<file path="src/rtl/core_alu_arbiter.sv">
// Two-requester front end for the shared core_alu. It grants one operation at a time,
// drives the one-hot ALU op lines for one cycle, waits ALU_LAT cycles, and routes the
// captured result back to the requester that issued the operation.
module core_alu_arbiter #(
  parameter int unsigned ALU_LAT = 1
) (
  input  logic        clk,
  input  logic        rst,

  input  logic        r0_req_valid,
  output logic        r0_req_ready,
  input  logic [5:0]  r0_req_op,
  input  logic [31:0] r0_req_rs1,
  input  logic [31:0] r0_req_rs2,
  input  logic [31:0] r0_req_imm,
  output logic        r0_rsp_valid,
  input  logic        r0_rsp_ready,
  output logic [31:0] r0_rsp_data,
  output logic        r0_rsp_err,

  input  logic        r1_req_valid,
  output logic        r1_req_ready,
  input  logic [5:0]  r1_req_op,
  input  logic [31:0] r1_req_rs1,
  input  logic [31:0] r1_req_rs2,
  input  logic [31:0] r1_req_imm,
  output logic        r1_rsp_valid,
  input  logic        r1_rsp_ready,
  output logic [31:0] r1_rsp_data,
  output logic        r1_rsp_err,

  output logic [32:0] alu_op,
  output logic [31:0] alu_rs1,
  output logic [31:0] alu_rs2,
  output logic [31:0] alu_imm,
  input  logic [31:0] alu_result,

  output logic        busy
);

  localparam logic [5:0] LAST_LEGAL_OP = 6'd32;

  typedef enum logic [1:0] {
    IDLE,
    EXEC,
    WAIT,
    RESP
  } state_e;

  state_e      state_q;
  logic        owner_q;
  logic        last_q;
  logic [31:0] rs1_q;
  logic [31:0] rs2_q;
  logic [31:0] imm_q;
  logic [31:0] data_q;
  logic        err_q;
  logic [2:0]  cnt_q;
  logic [32:0] alu_op_q;

  logic [1:0]  req_v;
  logic        gnt_any;
  logic        gnt_idx;
  logic [5:0]  sel_op;
  logic [31:0] sel_rs1;
  logic [31:0] sel_rs2;
  logic [31:0] sel_imm;
  logic        owner_rsp_ready;

  // Round-robin on ties: the requester that did not win last time goes first.
  // NOTE: every signal assigned in always_comb gets a value on every path (defaults
  // first), otherwise synthesis infers a latch.
  always_comb begin
    req_v   = {r1_req_valid, r0_req_valid};
    gnt_any = 1'b0;
    gnt_idx = 1'b0;
    if ((state_q == IDLE) && !rst && (req_v != 2'b00)) begin
      gnt_any = 1'b1;
      gnt_idx = (req_v == 2'b11) ? ~last_q : req_v[1];
    end
  end

  assign r0_req_ready = gnt_any & ~gnt_idx;
  assign r1_req_ready = gnt_any &  gnt_idx;

  assign sel_op  = gnt_idx ? r1_req_op  : r0_req_op;
  assign sel_rs1 = gnt_idx ? r1_req_rs1 : r0_req_rs1;
  assign sel_rs2 = gnt_idx ? r1_req_rs2 : r0_req_rs2;
  assign sel_imm = gnt_idx ? r1_req_imm : r0_req_imm;

  assign owner_rsp_ready = owner_q ? r1_rsp_ready : r0_rsp_ready;

  // NOTE: state is updated with non-blocking assignments so every register samples
  // the pre-edge values, independent of statement order in this block.
  always_ff @(posedge clk or posedge rst) begin
    if (rst) begin
      state_q  <= IDLE;
      owner_q  <= 1'b0;
      last_q   <= 1'b1;
      rs1_q    <= '0;
      rs2_q    <= '0;
      imm_q    <= '0;
      data_q   <= '0;
      err_q    <= 1'b0;
      cnt_q    <= '0;
      alu_op_q <= '0;
    end else begin
      unique case (state_q)
        IDLE: begin
          if (gnt_any) begin
            owner_q <= gnt_idx;
            last_q  <= gnt_idx;
            rs1_q   <= sel_rs1;
            rs2_q   <= sel_rs2;
            imm_q   <= sel_imm;
            data_q  <= '0;
            if (sel_op <= LAST_LEGAL_OP) begin
              err_q    <= 1'b0;
              alu_op_q <= 33'd1 << sel_op;
              state_q  <= EXEC;
            end else begin
              // Illegal opcode: answer immediately, the ALU is never touched.
              err_q   <= 1'b1;
              state_q <= RESP;
            end
          end
        end
        EXEC: begin
          alu_op_q <= '0;
          cnt_q    <= 3'(ALU_LAT);
          state_q  <= WAIT;
        end
        WAIT: begin
          cnt_q <= cnt_q - 3'd1;
          if (cnt_q == 3'd1) begin
            data_q  <= alu_result;
            state_q <= RESP;
          end
        end
        RESP: begin
          if (owner_rsp_ready) begin
            state_q <= IDLE;
          end
        end
        default: state_q <= IDLE;
      endcase
    end
  end

  assign alu_op  = alu_op_q;
  assign alu_rs1 = rs1_q;
  assign alu_rs2 = rs2_q;
  assign alu_imm = imm_q;

  // Response payload is forced to zero on a port whenever that port is not valid.
  assign r0_rsp_valid = (state_q == RESP) & ~owner_q;
  assign r1_rsp_valid = (state_q == RESP) &  owner_q;
  assign r0_rsp_data  = r0_rsp_valid ? data_q : '0;
  assign r1_rsp_data  = r1_rsp_valid ? data_q : '0;
  assign r0_rsp_err   = r0_rsp_valid & err_q;
  assign r1_rsp_err   = r1_rsp_valid & err_q;

  assign busy = (state_q != IDLE);

endmodule
</file>
<file path="config.mk">
export PLATFORM = sky130hd
export DESIGN_NAME = core_alu_arbiter
export DESIGN_NICKNAME = d
export VERILOG_FILES = /design/src/rtl/core_alu_arbiter.sv
export SDC_FILE = /design/constraint.sdc
export NUM_CORES = 1
export LEC_CHECK = 0
export ABC_AREA = 1
export BUFFER_PORTS_ARGS = -buffer_cell sky130_fd_sc_hd__clkbuf_2
export CORE_AREA = 2 2 171 173
export CTS_BUF_LIST = sky130_fd_sc_hd__clkbuf_8
export DETAILED_ROUTE_END_ITERATION = 8
export DIE_AREA = 0 0 173 175
export PLACE_DENSITY_LB_ADDON = 0.1
export RECOVER_POWER = 25
export SKIP_CTS_REPAIR_TIMING = 1
export SYNTH_ARGS = -nofsm -noshare
export SYNTH_HDL_FRONTEND = slang
export SYNTH_SLANG_ARGS = --single-unit
</file>
<file path="constraint.sdc">
create_clock -name clk -period 6.7 [get_ports clk]
set_input_delay 0.67 -clock clk [delete_from_list [all_inputs] [get_ports clk]]
set_output_delay 0.67 -clock clk [all_outputs]
set_load 0.05 [all_outputs]
</file>
==> results of run 1 <==
-- sequential cells by signal, indices dropped and copies added, names as in the netlist --
signal	flops
alu_imm	32
state_q	2
last_q	1
alu_rs2	32
data_q	32
err_q	1
cnt_q	3
alu_op	33
alu_rs1	32
owner_q	1
-- worst min-delay path by stage --
stage / startpoint / to / slack (ns) / cells past startpoint
after CTS: r0_req_rs2[7] / alu_rs2[7] / 0.36 / 3
final: r0_req_rs2[7] / alu_rs2[7] / 0.40 / 3
after detailed placement: alu_op[11] / alu_op[11] / 0.46 / 2
after floorplan: last_q / last_q / 0.44 / 2
after global placement: last_q / last_q / 0.46 / 2
after global routing: r0_req_rs2[10] / alu_rs2[10] / 0.37 / 3
-- power groups by stage --
stage / Combinational, mW / Sequential, mW / Clock (mW)
after detailed placement: 2.95 / 1.63 / 0
after CTS: 2.95 / 1.61 / 0.733
final: 2.88 / 1.61 / 0.706
after floorplan: 1.11 / 2.68 / 0
after global placement: 2.95 / 1.63 / 0
after global routing: 3.12 / 1.66 / 0.777
-- per-stage QoR --
step / hold WS [ns] / std cells / power, mW / cell area, um^2 / setup WS [ns]
2_1_floorplan: 0.444 / 1015 / 3.79 / 8050 / 0.447
3_3_place_gp: 0.463 / 1783 / 4.58 / 10500 / 2.51
3_5_place_dp: 0.460 / 1783 / 4.57 / 10500 / 2.44
4_1_cts: 0.355 / 1815 / 5.30 / 10900 / 2.68
5_1_grt: 0.371 / 1816 / 5.55 / 10900 / 2.48
6_report: 0.401 / 1816 / 5.20 / 10900 / 2.78
-- cells in the mapped netlist, drive strengths merged --
library cell	instances	area, um^2
inv	57	214
nand3	81	435
o21bai	3	22.5
dfrtp	168	4200
nand2	247	950
o21ai	149	753
nand4	1	6.26
nand3b	1	11.3
nor2	177	682
clkbuf	40	150
o221a	1	11.3
buf	27	154
ha	7	87.6
xor2	1	8.76
o22ai	1	6.26
a22oi	24	180
or2	1	6.26
dfstp	1	26.3
a21oi	28	144
-- worst max-delay path: stages (launching register included) --
cell      delay, ns
dfrtp_1        0.41
inv_1          0.13
ha_1           0.49
inv_1          0.16
nor2_1         0.30
nand2_4        0.33
inv_2          0.13
nand2_1        0.05
inv_1          0.07
buf_4          0.33
clkbuf_2       0.35
-- cells by family (layout without fill, tap and decap cells) --
family / count (synthesis) / in the layout
flip-flops: 169 / 169
AND/OR/NAND/NOR: 508 / 508
adder cells (fa/ha/maj): 7 / 7
XOR/XNOR: 1 / 1
other: 0 / 1
AO/OA/AOI/OAI: 206 / 206
buffers and inverters: 124 / 540
-- layout make-up --
cell class / count / area share
antenna: 1 / 0.000230
timing repair buffer: 451 / 0.206
tap: 384 / 0.0442
clock buffer: 18 / 0.0228
multi-input combinational: 722 / 0.306
inverter: 57 / 0.0202
clock inverter: 14 / 0.0109
sequential: 169 / 0.389
-- layer usage --
metal	track usage	routed length, um	vias to the layer above
met5	0	13	-
met1	0.239	12500	3756
met4	0.0410	258	2
met2	0.339	15100	259
met3	0.0618	2190	14
li1	-	-	4075
==> metrics.md, run 1 <==
| Metric | Value |
|---|---|
| Worst slew pin tran | 1.69 ns |
| Status | complete, but fails checks |
| Most common cell after layout, fill and taps aside | clkbuf_2 |
| Final Hold Fails | 0 |
| Horiz. Die Dim | 173 um |
| CP Data Required Time | 6.03 ns |
| Iteration-0 DRC Markers | 392 |
| P_sw | 2.92 mW |
| Synth Area in Compound Gates | 0.139 |
| Cells on worst reg2reg path | 13 |
| Crit path max fanout | 36 |
| Clock-pin slew on the worst setup and hold paths | 0.11 ns |
| Final core utilization | 0.383 |
| Failing checks | capacitance limit, slew limit |
| CP Launch Point | state_q[0] |
| Startpoint types | flop |
| DRC | 0 |
| Final min period | 3.92 ns |
| Flop pwr share | 0.310 |
| Max Cap Viol | 1 |
| Seq. cell area | 4230 um^2 |
| Core area | 28400 um^2 |
| Distinct cells, synth | 31 |
| Pint | 2.28 mW |
| Main combinational cell family by area after synthesis | simple AND/OR/NAND/NOR gates |
| Sw Ratio | 0.561 |
| Hpwl dp | 21.7 mm |
| CTS buffer count | 17 |
| Synthesized-area fraction occupied by xor and xnor cells | 0.00109 |
| Crit. End Element | primary output |
| Reg2Reg Setup Slack | 3.08 ns |
| Final setup viols | 0 |
| Flops & latches, synth | 169 |
| CTS tree | built |
| Filler Cell Count | 3101 |
| Grt ovf | 0 |
| Port Buffers | 441 |
| RSZ-0062 raised after global routing | false |
| Total global routing track utilization | 0.196 |
| Multi-input gate area | 3320 um^2 |
| # clock sinks | 169 |
| Detailed-route wire length per cell | 16.6 um |
| Period utilisation layout | 0.585 |
| Number of global-route vias before repair | 8078 |
| Cells after synthesis | 1015 |
| Worst R2R End | alu_op[29] |
| Layout cells sized above 1 | 0.330 |
| Worst Setup EP | r0_req_ready |
| Critical path type | reg2out |
| Max_slew headroom | -0.128 |
| Clk pwr share | 0.136 |
| Clk Latency, worst-skew pair | 0.46 ns |
| Vias per Instance | 4.46 |
| Post-synthesis cell area | 8050 um^2 |
| Routed wire length | 30.1 mm |
| Post-synthesis mux area share | 0 |
| VDD IR max | 0.000206 V |
| First-pass GRT wire length | 46.6 mm |
| Fmax | 255 MHz |
| Largest net degree at the start of global routing | 105 |
| Starting Density | 0.284 |
| Seq/Total Area, Yosys | 0.525 |
| CTS Buffer Depth | 2 |
| Most frequent cells in the layout | clkbuf_2, nand2_1, nor2_1 |
| Clock Tree Root | clkbuf_8 |
| Gpl congestion | 0.801 |
| Yosys warnings | 0 |
| Fraction of the mapped netlist area in simple logic gates | 0.260 |
| Pwr Density | 478 nW/um^2 |
| Tightest Hold Check Type | in2reg |
| Logic pwr share | 0.554 |
| Syn Area/Cell | 7.93 um^2 |
| Initial antenna violation count | 2 |
| R2r startpoint | state_q[0] |
| Syn nets | 1264 |
| Area Overhead vs Synth | 34.9% |
| Remaining antenna violation count after routing | 0 |
| Final net count | 1667 |
| DIE HEIGHT | 175 um |
| First-pass detailed-route iteration total | 5 |
| Core Rows | 62 |
| Setup TNS | 0 ns |
| Die area | 30300 um^2 |
| Adder-Cell Fraction of Synth Area | 0.0109 |
| WP data arrival | 3.25 ns |
| CTS HTree Levels | 4 |
| Leak | 5.73 nW |
| Clock skew | 0.0173 ns |
| Vias | 8106 |
| Io pins | 442 |
| Max Slew Vio Count | 37 |
Power figures use the tool's default switching activity.
==> inputs of run 2 (changes only) <==
Settings changed: CORE_AREA 2 2 171 173 to 2 2 174 176, DIE_AREA 0 0 173 175 to 0 0 176 178.
Clock period 6.7 ns to 3.25 ns, I/O delays scaled along.
==> run 2 against run 1 <==
The flow still finishes with violations (capacitance limit, slew limit). Cell area is 1.5% higher. Critical path depth is 4 lower. Cell count is 0.44% higher. Via count is 1.7% higher. Flip-flop and latch count stayed put. Die area is 3.5% higher. Critical path type unchanged.
==> metrics.md, run 2 (synthesized netlist as in run 1, its figures left out) <==
| Metric | Value |
|---|---|
| Failing checks | capacitance limit, slew limit |
| CTS tree | built |
| DRC | 0 |
| Initial antenna violation count | 0 |
| Detailed-route wire length per cell | 16.5 um |
| Vias | 8245 |
| Clock Tree Root | clkbuf_8 |
| Core area | 29400 um^2 |
| Number of global-route vias before repair | 8080 |
| Clock-pin slew on the worst setup and hold paths | 0.10 ns |
| Status | complete, but fails checks |
| Die area | 31300 um^2 |
| Port Buffers | 441 |
| Final min period | 2.76 ns |
| Gpl congestion | 0.825 |
| # placed instances | 1793 |
| Remaining antenna violation count after routing | 0 |
| Area Overhead vs Synth | 36.9% |
| First-pass GRT wire length | 45.6 mm |
| Most frequent cells in the layout | clkbuf_2, nand2_1, nor2_1 |
| Design Power | 11.0 mW |
| Inserted Diodes | 0 |
| WP data arrival | 2.44 ns |
| Clock skew | 0.0224 ns |
| VDD IR max | 0.000533 V |
| GRT Max-Usage Layer | met2 |
| Layout cells sized above 1 | 0.354 |
| Final Hold Fails | 0 |
| CTS buffer count | 17 |
| Startpoint types | flop |
| Hpwl dp | 21.7 mm |
| M2 GR Usage | 0.312 |
| Fin cells | 1824 |
| Tightest Hold Check Type | in2reg |
| Max Slew Vio Count | 170 |
| Total global routing track utilization | 0.188 |
| Final net count | 1671 |
| CTS HTree Levels | 4 |
| # clock sinks | 169 |
| Most common cell after layout, fill and taps aside | clkbuf_2 |
| Clk Latency, worst-skew pair | 0.46 ns |
| Critical path type | reg2out |
| Grt ovf | 0 |
| Met3 usage | 0.0522 |
| Period utilisation layout | 0.850 |
| Iteration-0 DRC Markers | 452 |
| Core Rows | 63 |
| Min Hold Slack | 0.0608 ns |
| CTS Buffer Depth | 2 |
| Pwr Density | 1000 nW/um^2 |
| GR Util met1 | 0.239 |
| Largest net degree at the start of global routing | 170 |
| Io pins | 442 |
| Routed wire length | 30.2 mm |
| Worst slew pin tran | 2.42 ns |
| CP Data Required Time | 2.92 ns |
| Largest register FFs | 33 |
| Starting Density | 0.274 |
| Fmax | 362 MHz |
| DIE HEIGHT | 178 um |
| RSZ-0062 raised after global routing | false |
| First-pass detailed-route iteration total | 4 |
| Horiz. Die Dim | 176 um |
| Crit path max fanout | 42 |
| Max_slew headroom | -0.616 |
| Crit. End Element | primary output |
| Max Cap Viol | 1 |
| Final setup viols | 0 |
| Vias per Instance | 4.52 |
| Leak | 5.87 nW |
| Filler Cell Count | 3164 |
-- run 2: cell types whose count changed in the layout (fill, tap and decap cells not counted), sizes merged --
| cell | delta |
|---|---|
| buf | +5 |
| inv | -5 |
| bufinv | +3 |
| clkinv | -2 |
| clkbuf | +1 |
| clkinvlp | +1 |
| diode | -1 |
-- run 2: per-stage QoR --
stage	worst slack, ns	area, um^2	utilization	setup TNS (ns)
3_3_place_gp	0.790	10600	0.361	0
3_5_place_dp	0.678	10600	0.361	0
5_1_grt	0.309	11000	0.375	0
4_1_cts	0.463	11000	0.376	0
2_1_floorplan	-1.05	8080	-	-107.13
6_report	0.487	11000	0.375	0
-- run 2: per-layer routing --
| metal | up-vias | share of wire |
|---|---|---|
| met2 | 290 | 0.48 |
| li1 | 4086 | - |
| met5 | - | 0 |
| met4 | 0 | 0.019 |
| met3 | 30 | 0.072 |
| met1 | 3839 | 0.42 |
-- run 2: path summary, 6_finish.rpt --
path | depth (start not counted) | start | slack (ns) | to
setup / recovery | 6 | state_q[0] | 0.49 | r1_req_ready
hold / removal | 3 | r0_req_imm[27] | 0.06 | alu_imm[27]
setup reg to reg | 12 | state_q[0] | 0.69 | alu_op[0]
hold reg to reg | 2 | last_q | 0.47 | last_q
max in group asynchronous | 3 | rst | 0.88 | data_q[1]
min in group asynchronous | 3 | rst | 0.88 | alu_rs1[17]
-- run 2: report_power, final --
| group | switching (mW) | leakage, nW | internal (mW) |
|---|---|---|---|
| sequential | 0.426 | 2.18 | 2.90 |
| combinational | 4.68 | 3.47 | 1.30 |
| clock | 0.879 | 0.218 | 0.835 |
-- run 2: worst max-delay path: stages, from the launching register on --
cell and delay [ns]:
dfrtp_1 0.41, inv_1 0.12, ha_1 0.25, nand2_4 0.10, nor2_4 0.21, buf_4 0.47, clkbuf_2 0.37
-- run 2: area by class of cell --
class	count	area (um^2)	share of cell area
Inverter	57	215	0.0195
Clock buffer	20	275	0.0250
Tap cell	390	488	0.0443
Sequential cell	169	4230	0.384
Multi-Input combinational cell	722	3330	0.302
Clock inverter	11	161	0.0146
Timing Repair Buffer	455	2330	0.211
